### src/rtl/hc259_seq.sv
// Write sequencer for one HC259 addressable latch: bit, byte and clear requests with a shadow copy.
// Latency: bit write done at T0+4, byte write 3k+1 for k strobed bits, clear CLR_CYC+1, skipped/no-op 1.
// Backpressure: ready is high only in IDLE; requests while busy are dropped, not queued.
module hc259_seq #(
  parameter int CLR_CYC        = 2,
  parameter bit SKIP_UNCHANGED = 1'b1
) (
  input  logic       clk,
  input  logic       rstb,
  input  logic       req,
  input  logic [1:0] op,
  input  logic [2:0] waddr,
  input  logic       bitval,
  input  logic [7:0] wdata,
  output logic       ready,
  output logic       done,
  output logic [7:0] shadow,
  output logic       lat_D,
  output logic [2:0] lat_A,
  output logic       lat_Eb,
  output logic       lat_CLRb
);

  // Counter wide enough to hold CLR_CYC itself.
  localparam int            CW       = (CLR_CYC < 2) ? 1 : $clog2(CLR_CYC + 1);
  localparam logic [CW-1:0] CNT_LAST = CW'(CLR_CYC);
  localparam logic [CW-1:0] CNT_ONE  = CW'(1);

  localparam logic [1:0] OP_BIT  = 2'b00;
  localparam logic [1:0] OP_BYTE = 2'b01;
  localparam logic [1:0] OP_CLR  = 2'b10;

  typedef enum logic [2:0] {
    S_RSTCLR,
    S_IDLE,
    S_SETUP,
    S_STROBE,
    S_HOLD,
    S_CLEAR
  } state_t;

  state_t        r_state;
  logic [CW-1:0] r_cnt;
  logic [7:0]    r_mask;
  logic [7:0]    r_val;
  logic [2:0]    r_idx;
  logic [7:0]    r_shadow;
  logic          r_ready;
  logic          r_done;
  logic          r_d;
  logic [2:0]    r_a;
  logic          r_eb;
  logic          r_clrb;

  state_t        w_state;
  logic [CW-1:0] w_cnt;
  logic [7:0]    w_mask;
  logic [7:0]    w_val;
  logic [2:0]    w_idx;
  logic [7:0]    w_shadow;
  logic          w_done;
  logic          w_d;
  logic [2:0]    w_a;
  logic          w_eb;
  logic          w_clrb;

  logic [7:0]    w_acc_val;
  logic [7:0]    w_acc_raw;
  logic [7:0]    w_acc_mask;
  logic [2:0]    w_acc_idx;
  logic [7:0]    w_rem_mask;
  logic [2:0]    w_rem_idx;

  // Lowest set bit of a mask; bits are strobed in ascending address order.
  function automatic logic [2:0] f_lowest(input logic [7:0] m);
    logic [2:0] idx;
    idx = 3'd0;
    for (int i = 7; i >= 0; i--) begin
      if (m[i]) idx = 3'(i);
    end
    return idx;
  endfunction

  // Work mask and target byte computed from the live request inputs at accept.
  // A bit write replicates bitval so r_val[idx] is valid whatever idx is.
  always_comb begin
    w_acc_val = (op == OP_BIT) ? {8{bitval}} : wdata;
    w_acc_raw = (op == OP_BIT) ? (8'b1 << waddr) : 8'hFF;
    if (SKIP_UNCHANGED) begin
      w_acc_mask = w_acc_raw & (w_acc_val ^ r_shadow);
    end else begin
      w_acc_mask = w_acc_raw;
    end
    w_acc_idx  = f_lowest(w_acc_mask);
    w_rem_mask = r_mask & ~(8'b1 << r_idx);
    w_rem_idx  = f_lowest(w_rem_mask);
  end

  // Next-state and next-output logic; strobes default inactive.
  always_comb begin
    w_state  = r_state;
    w_cnt    = r_cnt;
    w_mask   = r_mask;
    w_val    = r_val;
    w_idx    = r_idx;
    w_shadow = r_shadow;
    w_done   = 1'b0;
    w_d      = r_d;
    w_a      = r_a;
    w_eb     = 1'b1;
    w_clrb   = 1'b1;

    case (r_state)
      // Post-reset clear: counts from 0 because the first edge after
      // release is the first full cycle of the clear.
      S_RSTCLR: begin
        if (r_cnt == CNT_LAST) begin
          w_state = S_IDLE;
          w_cnt   = '0;
        end else begin
          w_clrb = 1'b0;
          w_cnt  = r_cnt + 1'b1;
        end
      end

      S_IDLE: begin
        if (req) begin
          case (op)
            // The accept edge already starts the first clear cycle, so count from 1.
            OP_CLR: begin
              w_state  = S_CLEAR;
              w_clrb   = 1'b0;
              w_shadow = 8'h00;
              w_cnt    = CNT_ONE;
            end
            OP_BIT, OP_BYTE: begin
              w_val = w_acc_val;
              if (w_acc_mask == 8'h00) begin
                w_done = 1'b1;
              end else begin
                w_state = S_SETUP;
                w_mask  = w_acc_mask;
                w_idx   = w_acc_idx;
                w_a     = w_acc_idx;
                w_d     = w_acc_val[w_acc_idx];
              end
            end
            default: begin
              w_done = 1'b1;
            end
          endcase
        end
      end

      S_SETUP: begin
        w_state = S_STROBE;
        w_eb    = 1'b0;
      end

      S_STROBE: begin
        w_state = S_HOLD;
      end

      // A/D move only here, on the way back to SETUP, with Eb already high.
      S_HOLD: begin
        w_shadow[r_idx] = r_val[r_idx];
        w_mask          = w_rem_mask;
        if (w_rem_mask == 8'h00) begin
          w_state = S_IDLE;
          w_done  = 1'b1;
        end else begin
          w_state = S_SETUP;
          w_idx   = w_rem_idx;
          w_a     = w_rem_idx;
          w_d     = r_val[w_rem_idx];
        end
      end

      S_CLEAR: begin
        if (r_cnt == CNT_LAST) begin
          w_state = S_IDLE;
          w_done  = 1'b1;
          w_cnt   = '0;
        end else begin
          w_clrb = 1'b0;
          w_cnt  = r_cnt + 1'b1;
        end
      end

      default: begin
        w_state = S_RSTCLR;
        w_clrb  = 1'b0;
        w_cnt   = '0;
      end
    endcase
  end

  // State, datapath and registered outputs; reset aborts anything in flight and clears the latch.
  always_ff @(posedge clk or negedge rstb) begin
    if (!rstb) begin
      r_state  <= S_RSTCLR;
      r_cnt    <= '0;
      r_mask   <= 8'h00;
      r_val    <= 8'h00;
      r_idx    <= 3'd0;
      r_shadow <= 8'h00;
      r_ready  <= 1'b0;
      r_done   <= 1'b0;
      r_d      <= 1'b0;
      r_a      <= 3'd0;
      r_eb     <= 1'b1;
      r_clrb   <= 1'b0;
    end else begin
      r_state  <= w_state;
      r_cnt    <= w_cnt;
      r_mask   <= w_mask;
      r_val    <= w_val;
      r_idx    <= w_idx;
      r_shadow <= w_shadow;
      r_ready  <= (w_state == S_IDLE);
      r_done   <= w_done;
      r_d      <= w_d;
      r_a      <= w_a;
      r_eb     <= w_eb;
      r_clrb   <= w_clrb;
    end
  end

  assign ready    = r_ready;
  assign done     = r_done;
  assign shadow   = r_shadow;
  assign lat_D    = r_d;
  assign lat_A    = r_a;
  assign lat_Eb   = r_eb;
  assign lat_CLRb = r_clrb;

endmodule

### config.mk
export PLATFORM = sky130hd
export DESIGN_NAME = hc259_seq
export DESIGN_NICKNAME = d
export VERILOG_FILES = /design/src/rtl/hc259_seq.sv
export SDC_FILE = /design/constraint.sdc
export NUM_CORES = 1
export LEC_CHECK = 0
export ABC_AREA = 1
export BUFFER_PORTS_ARGS = -buffer_cell sky130_fd_sc_hd__buf_2
export CORE_ASPECT_RATIO = 1.5
export CORE_MARGIN = 2
export CORE_UTILIZATION = 40
export DETAILED_ROUTE_END_ITERATION = 16
export GPL_ROUTABILITY_DRIVEN = 0
export HOLD_SLACK_MARGIN = 0.08
export PLACE_DENSITY = 0.57
export SETUP_SLACK_MARGIN = 0.2
export SLEW_MARGIN = 20
export SYNTH_ARGS = -nofsm -noshare
export SYNTH_HDL_FRONTEND = slang
export SYNTH_SLANG_ARGS = --single-unit
export TNS_END_PERCENT = 1
### constraint.sdc
create_clock -name clk -period 2.6 [get_ports clk]
set_input_delay 0.26 -clock clk [delete_from_list [all_inputs] [get_ports clk]]
set_output_delay 0.26 -clock clk [all_outputs]
set_load 0.01 [all_outputs]
==> metrics.md, run 1 <==
| Metric | Value |
|---|---|
| Outcome | `finished, final reports clean` |
| Req. time, crit path | `about 2.8 ns` |
| Largest cells by area after synthesis | `sky130_fd_sc_hd__dfrtp_1 (37%), sky130_fd_sc_hd__nand2_1 (13%), sky130_fd_sc_hd__inv_1 (7.9%)` |
| Area of the multi-input gates | `between 0.001 and 0.0015 mm²` |
| Critical path type | `register to register` |
| Max-cap violations | `0` |
| Worst hold path type | `input pin to asynchronous set/reset pin` |
| Final clock period utilization by the worst path | `81.75%` |
| Initial cell density of the core | `a little over two fifths` |
| Root Driver | `sky130_fd_sc_hd__clkbuf_8` |
| Sinks on the clock net | `37` |
| Wire length after detailed routing | `approximately 7 mm` |
| RSZ-0062 raised after global routing | `false` |
| Count of port buffers added during placement | `32` |
| Post-Syn Area | `about 0.0024 mm²` |
| Critical path's most frequent cell | `sky130_fd_sc_hd__nand2_1` |
| Adder-cell share of the synthesized area | `0%` |
| Compound-Gate Fraction of Synth Area | `around 18%` |
| LEAKAGE | `roughly 0.0015 µW` |
| Setup Skew | `slightly above 0.005 ns` |
| Worst-case vdd ir drop | `slightly below 0.0005 V` |
| TritonCTS clock tree | `built` |
| Type of destination of the critical path | `register` |
| Final setup violation count | `0` |
| Average routed wire per standard cell | `around 15 µm` |
| Largest net degree at the start of global routing | `38` |
| Fmax | `between 400 and 500 MHz` |
| Net count of the finished layout | `about 410` |
| Area fraction in and, or, nand and nor cells after synthesis | `between 30% and 40%` |
| Number of nets with antenna violations after detailed routing | `0` |
| Largest family of logic cells by synthesized area | `simple AND/OR/NAND/NOR gates` |
| H-tree levels | `2` |
| Number of iterations in the first detailed-routing pass | `5` |
| Number of ports placed on the die boundary | `33` |
| Longest individual stage delay on the worst path | `about 0.42 ns` |
| Number of antenna violations at the first check in global routing | `0` |
| Final Total Pwr | `3145 µW` |
| Final period demand of the worst path | `approximately 2.1 ns` |
| Cell class contributing the biggest share of worst-path delay | `simple AND/OR/NAND/NOR gates` |
| Max-slew headroom | `between 40% and 50%` |
| Count of unique library cells instantiated by Yosys | `32` |
| Floorplan row count | `34` |
| Total number of yosys warnings | `0` |
| Summed negative setup slack over all endpoints | `0 ns` |
| Initial DRC count | `approximately 150` |
| Vias in the first global route | `around 2.5k` |
| Share of layout cells above drive strength 1 | `roughly 18%` |
| Die X | `around 68 µm` |
| Max stage delay cell, worst path | `sky130_fd_sc_hd__dfrtp_2` |
| Cells along the critical path | `inv_1, nor3_2, nor2_1, o21ai_0, nand2_1, nand2_1, nand2_1, nand2_1, nand2_2, nand2_1, nand3_1, and3_1, nor2_1, a21oi_1` |
| Die span in y | `~100 µm` |
| DRC Markers | `0` |
| Post-synthesis sequential area ratio | `a little under two fifths` |
| Final core occ | `48.67%` |
| Inserted Clock Buffers | `5` |
| Via density | `~5.3` |
| Resize count post-CTS | `0` |
| Mean post-synth cell area | `just under 7 µm²` |
| Number of buffers added to fix hold violations after cts | `0` |
| Via count | `around 2.5k` |
| Global route total overflow | `0` |
| Worst hold slack after final layout | `0.06778 ns` |
| Slew Limit Fails | `0` |
| Die Area | `approximately 0.0067 mm²` |
| Layout fillers | `~610` |
| Clock transition at the registers of the reported paths | `roughly 0.080 ns` |
| Fraction of post-synthesis cell area in the top cell type by area | `roughly 37%` |
| Post-DP HPWL | `5.628 mm` |
| Multiplexer area fraction after synthesis | `0%` |
| First-pass GRT wire length | `roughly 12 mm` |
| Synth area leader | `sky130_fd_sc_hd__dfrtp_1` |
| Crit path launch type | `register` |
| Fraction of synthesized cell area in xor and xnor cells | `0%` |
| Yosys reg bits | `37` |
| Area of all sequential standard cells | `929.6 µm²` |
| Instance count of the mapped netlist | `between 300 and 400` |
| Number of setup buffers added after CTS | `0` |
| Buf/Inv on CP | `1` |
| Slew of the pin with the lowest slew margin | `about 0.85 ns` |
| Relative area change from synthesis to final layout | `16.32%` |
| Tot GR Track Use | `a little under a quarter` |
| ANT cells | `0` |
| Synthesized netlist net count | `about 370` |
| Arrival time reported for the critical path endpoint | `between 2 and 2.5 ns` |
| Core Area | `just under 0.006 mm²` |
| Latest clock arrival within the worst-skew pair | `between 0.2 and 0.3 ns` |
| Power density relative to cell area | `between 1000 and 1500 mW/mm²` |
| Clk buf depth | `2` |
| Crit path max fanout | `6` |
| Fin. Hold Viols | `0` |
final cells by class:
cell class	instances	area share, %
multi-input cells	258	45.17
flip-flops and latches	37	32.77
repair buffers	40	7.764
inverters	53	7.014
well taps	72	3.176
clock buffers	7	3.044
clock inverters	1	1.059
worst register-to-register path, stage by stage, from the launching register on:
cell and delay [ns]:
sky130_fd_sc_hd__dfrtp_2 0.42, sky130_fd_sc_hd__inv_1 0.12, sky130_fd_sc_hd__nor3_2 0.25, sky130_fd_sc_hd__nor2_1 0.12, sky130_fd_sc_hd__o21ai_0 0.17, sky130_fd_sc_hd__nand2_1 0.06
sky130_fd_sc_hd__nand2_1 0.05, sky130_fd_sc_hd__nand2_1 0.05, sky130_fd_sc_hd__nand2_1 0.16, sky130_fd_sc_hd__nand2_2 0.12, sky130_fd_sc_hd__nand2_1 0.08, sky130_fd_sc_hd__nand3_1 0.06
sky130_fd_sc_hd__and3_1 0.19, sky130_fd_sc_hd__nor2_1 0.11, sky130_fd_sc_hd__a21oi_1 0.07
worst paths after layout:
check	start	endpoint	slack [ns]	cells past startpoint
max	lat_A[1]	lat_D	0.47	14
min	rstb	ready	0.07	1
max reg2reg	lat_A[1]	lat_D	0.47	14
min reg2reg	r_mask[1]	r_mask[1]	0.48	2
max in group asynchronous	rstb	lat_A[1]	1.94	1
min in group clk	req	done	0.33	3
layer usage:
metal / up-vias / global-route usage (%) / routed length, µm
met1: 1136 / 26.35 / 2894
met5: - / 0 / 0
li1: 1241 / - / -
met4: 0 / 14.29 / 288
met2: 71 / 39.97 / 3711
met3: 19 / 3.959 / 271
cell families after synthesis:
| group | count (synthesis) |
|---|---|
| flip-flops | 37 |
| buffers and inverters | 60 |
| AND/OR/NAND/NOR | 185 |
| AO/OA/AOI/OAI | 73 |
cell usage in the layout (no fill, tap or decap), types with 8 or more instances in the layout:
| master | n |
|---|---|
| sky130_fd_sc_hd__nor2_1 | 39 |
| sky130_fd_sc_hd__buf_2 | 32 |
| sky130_fd_sc_hd__buf_4 | 8 |
| sky130_fd_sc_hd__a21oi_1 | 14 |
| sky130_fd_sc_hd__nor3_1 | 9 |
| sky130_fd_sc_hd__o21ai_0 | 36 |
| sky130_fd_sc_hd__nand2_1 | 83 |
| sky130_fd_sc_hd__dfrtp_1 | 34 |
| sky130_fd_sc_hd__inv_1 | 51 |
| sky130_fd_sc_hd__nand3_1 | 32 |
synth_stat cells (all sizes together):
library cell / instances
nor3b: 2
nand3: 35
o2111ai: 2
o21ai: 44
o21bai: 1
clkinv: 1
o32ai: 6
inv: 52
dfstp: 1
nor3: 11
a31o: 1
dfrtp: 36
buf: 2
and3: 1
or2: 6
nor2: 43
a21oi: 14
clkbuf: 5
a31oi: 3
nand2: 87
o211ai: 2
metrics by stage:
| step | setup WS (ns) | std cells | area [µm²] |
|---|---|---|---|
| after CTS | 0.2563 | 468 | 2824 |
| after global routing | 0.2068 | 468 | 2836 |
| after detailed placement | 0.2301 | 460 | 2708 |
| final | 0.4745 | 468 | 2836 |
| after floorplan | 0.6421 | 355 | 2439 |
| after global placement | 0.2690 | 460 | 2708 |
where the power goes:
part           leakage (µW)  total [µW]  internal, µW  switching [µW]
registers          0.000469         995           819             175
logic              0.000935        1620           544            1080
clock network     0.0000585         530           313             217
total               0.00146        3140          1680            1470
registers in the layout, indices dropped and copies added, names as in the netlist, 2 cells and up:
name	flops
r_cnt	2
r_mask	8
shadow	8
r_val	8
lat_A	3
r_state	3
(Power assumes the default switching activity.)
==> run 2: changes to the inputs <==
==> constraint.sdc (replaced) <==
create_clock -name clk -period 2.2 [get_ports clk]
set_input_delay 0.22 -clock clk [delete_from_list [all_inputs] [get_ports clk]]
set_output_delay 0.22 -clock clk [all_outputs]
set_load 0.01 [all_outputs]
==> run 2 against run 1 <==
  * Hold slack improved by 0.23 ns
  * Clock skew barely moved
  * Non-clock buffer count rose by 30
  * Register-to-register slack got worse by 0.19 ns
  * Power rose by 28%
  * First-iteration DRC count rose by 16%
  * Die area did not move
  * Critical endpoint unchanged
==> metrics.md, run 2 (same netlist as run 1, synthesis figures left out) <==
| Metric | Value |
|---|---|
| Average routed wire per standard cell | `14.98 µm` |
| Global route total overflow | `0` |
| Net count of the finished layout | `443` |
| LEAKAGE | `roughly 0.0016 µW` |
| Fin. Hold Viols | `0` |
| H-tree levels | `2` |
| Largest net degree at the start of global routing | `38` |
| Slew of the pin with the lowest slew margin | `roughly 0.83 ns` |
| Max stage delay cell, worst path | `sky130_fd_sc_hd__or2_1` |
| Sinks on the clock net | `37` |
| Count of port buffers added during placement | `32` |
| Share of layout cells above drive strength 1 | `about 28%` |
| Final period demand of the worst path | `between 1.5 and 2 ns` |
| Clk buf depth | `2` |
| Relative area change from synthesis to final layout | `28.53%` |
| Floorplan row count | `34` |
| TritonCTS clock tree | `built` |
| First-pass GRT wire length | `12.21 mm` |
| Core Area | `about 0.0058 mm²` |
| Die X | `between 60 and 70 µm` |
| Number of iterations in the first detailed-routing pass | `4` |
| Slew Limit Fails | `0` |
| Critical path's most frequent cell | `sky130_fd_sc_hd__nor2_4` |
| Via density | `5.094` |
| Latest clock arrival within the worst-skew pair | `just under 0.3 ns` |
| Crit path max fanout | `6` |
| Final core occ | `a little over half` |
| RSZ-0062 raised after global routing | `true` |
| Worst hold path type | `input pin to register` |
| Max-cap violations | `0` |
| Root Driver | `sky130_fd_sc_hd__clkbuf_8` |
| Number of antenna violations at the first check in global routing | `0` |
| Post-DP HPWL | `~5.7 mm` |
| Type of destination of the critical path | `register` |
| Most common library cell in the layout ignoring fill and taps | `sky130_fd_sc_hd__nand2_1` |
| Wire length after detailed routing | `7.475 mm` |
| Setup ws final | `roughly 0.27 ns` |
| Post-route design area | `0.003134 mm²` |
| Critical path type | `input pin to register` |
| Die span in y | `~100 µm` |
| DRC Markers | `0` |
| Worst Setup Slack post-DPL | `0.02042 ns` |
| Outcome | `finished, final reports clean` |
| Cells along the critical path | `buf_2, nor2_4, buf_6, o21ai_2, or2_1, nand3_2, nand2_1, nor2_2, inv_2, nor3_4, nand2_2, nand2_4, nor2_4, or2_0, clkinv_1, a21oi_1` |
| Tot GR Track Use | `between 20 and 25%` |
| Die Area | `a little under 0.007 mm²` |
| Leading cell types in the layout, fill and taps excluded | `sky130_fd_sc_hd__nand2_1 (76), sky130_fd_sc_hd__inv_1 (49), sky130_fd_sc_hd__buf_4 (36), sky130_fd_sc_hd__nor2_1 (34), sky130_fd_sc_hd__dfrtp_1 (34)` |
| Number of ports placed on the die boundary | `33` |
| Number of nets with antenna violations after detailed routing | `0` |
| Crit path launch type | `input pin` |
| Via count | `2542` |
| Power density relative to cell area | `between 1000 and 1500 mW/mm²` |
| Longest individual stage delay on the worst path | `between 0.2 and 0.25 ns` |
| Clock transition at the registers of the reported paths | `roughly 0.070 ns` |
| Final clock period utilization by the worst path | `87.72%` |
| Arrival time reported for the critical path endpoint | `around 2.1 ns` |
| Fmax | `about 520 MHz` |
| Worst-case vdd ir drop | `~0.00048 V` |
| Vias in the first global route | `~2.5k` |
| Initial DRC count | `170` |
| Req. time, crit path | `roughly 2.4 ns` |
| ANT cells | `0` |
| Max-slew headroom | `between 40 and 50%` |
| Initial cell density of the core | `between 40% and 50%` |
| Area post-placement | `between 0.002 and 0.003 mm²` |
| Setup Skew | `around 0.005 ns` |
| Summed negative setup slack over all endpoints | `0 ns` |
| Inserted Clock Buffers | `5` |
| Final setup violation count | `0` |
==> run 2: cell types whose count changed in the layout (fill, tap and decap cells not counted), moves of 2 or more <==
cell	delta
sky130_fd_sc_hd__inv_1	-2
sky130_fd_sc_hd__nand2_2	+6
sky130_fd_sc_hd__nor2_2	+5
sky130_fd_sc_hd__clkinvlp_4	+2
sky130_fd_sc_hd__nor3_1	-2
sky130_fd_sc_hd__o21ai_1	+3
sky130_fd_sc_hd__nand2_1	-7
sky130_fd_sc_hd__o21ai_0	-3
sky130_fd_sc_hd__nor2_1	-5
sky130_fd_sc_hd__buf_4	+28
==> run 2: cell type report <==
class                      instances  area, µm²
tap                               72      90.09
multi-input combinational        258       1336
timing repair buffer              70      451.7
clock buffer                       7      86.33
timing repair inverter             1      7.507
inverter                          53      202.7
sequential                        37      929.6
fill                             591       2694
clock inverter                     1      30.03
==> run 2: through the flow <==
stage | hold WS (ns) | power [µW] | std cells
global route | 0.2980 | 4404 | 499
finish | 0.2937 | 4023 | 499
floorplan | -0.07559 | 2456 | 355
global placement | 0.3706 | 3133 | 478
CTS | 0.3010 | 3880 | 493
detailed placement | 0.3892 | 3158 | 478
==> run 2: path summary, 6_finish.rpt <==
kind                                start        end  slack (ns)  cells past startpoint
max in group asynchronous            rstb   lat_A[2]        1.06                      2
worst max-delay path                op[0]      lat_D        0.27                     16
worst min register to register  r_mask[4]  r_mask[4]        0.49                      2
min in group asynchronous            rstb      ready        0.56                      2
worst max register to register   lat_A[1]      lat_D        0.28                     13
worst min-delay path                  req       done        0.29                      3
==> run 2: power breakdown <==
part	internal (µW)	switching, µW
registers	969	203
clock network	370	244
logic	856	1380
total	2190	1830
==> run 2: per-layer routing <==
metal	vias up	share of wire, %	track usage, %	wire [µm]
met5	-	0	0	0
met2	60	51	41.63	3831
li1	1297	-	-	-
met4	0	4.9	12.56	370
met3	22	3.3	3.733	250
met1	1163	40	29.16	3023
==> run 2: what timing repair did <==
item | 4_1_cts | 5_1_grt
gates cloned | 0 | 1
pin swaps | 2 | 10
resized for setup | 7 | 22
hold buffers | 1 | 0
endpoints found under the setup margin | 5 | 14
endpoints found under the hold margin | 36 | 0
buffers inserted | 6 | 5
==> run 2: critical path, delay by kind of cell <==
kind	cells	cell delay, ns
compound gates	2	0.11
simple gates	10	1.38
buf+inv	4	0.40
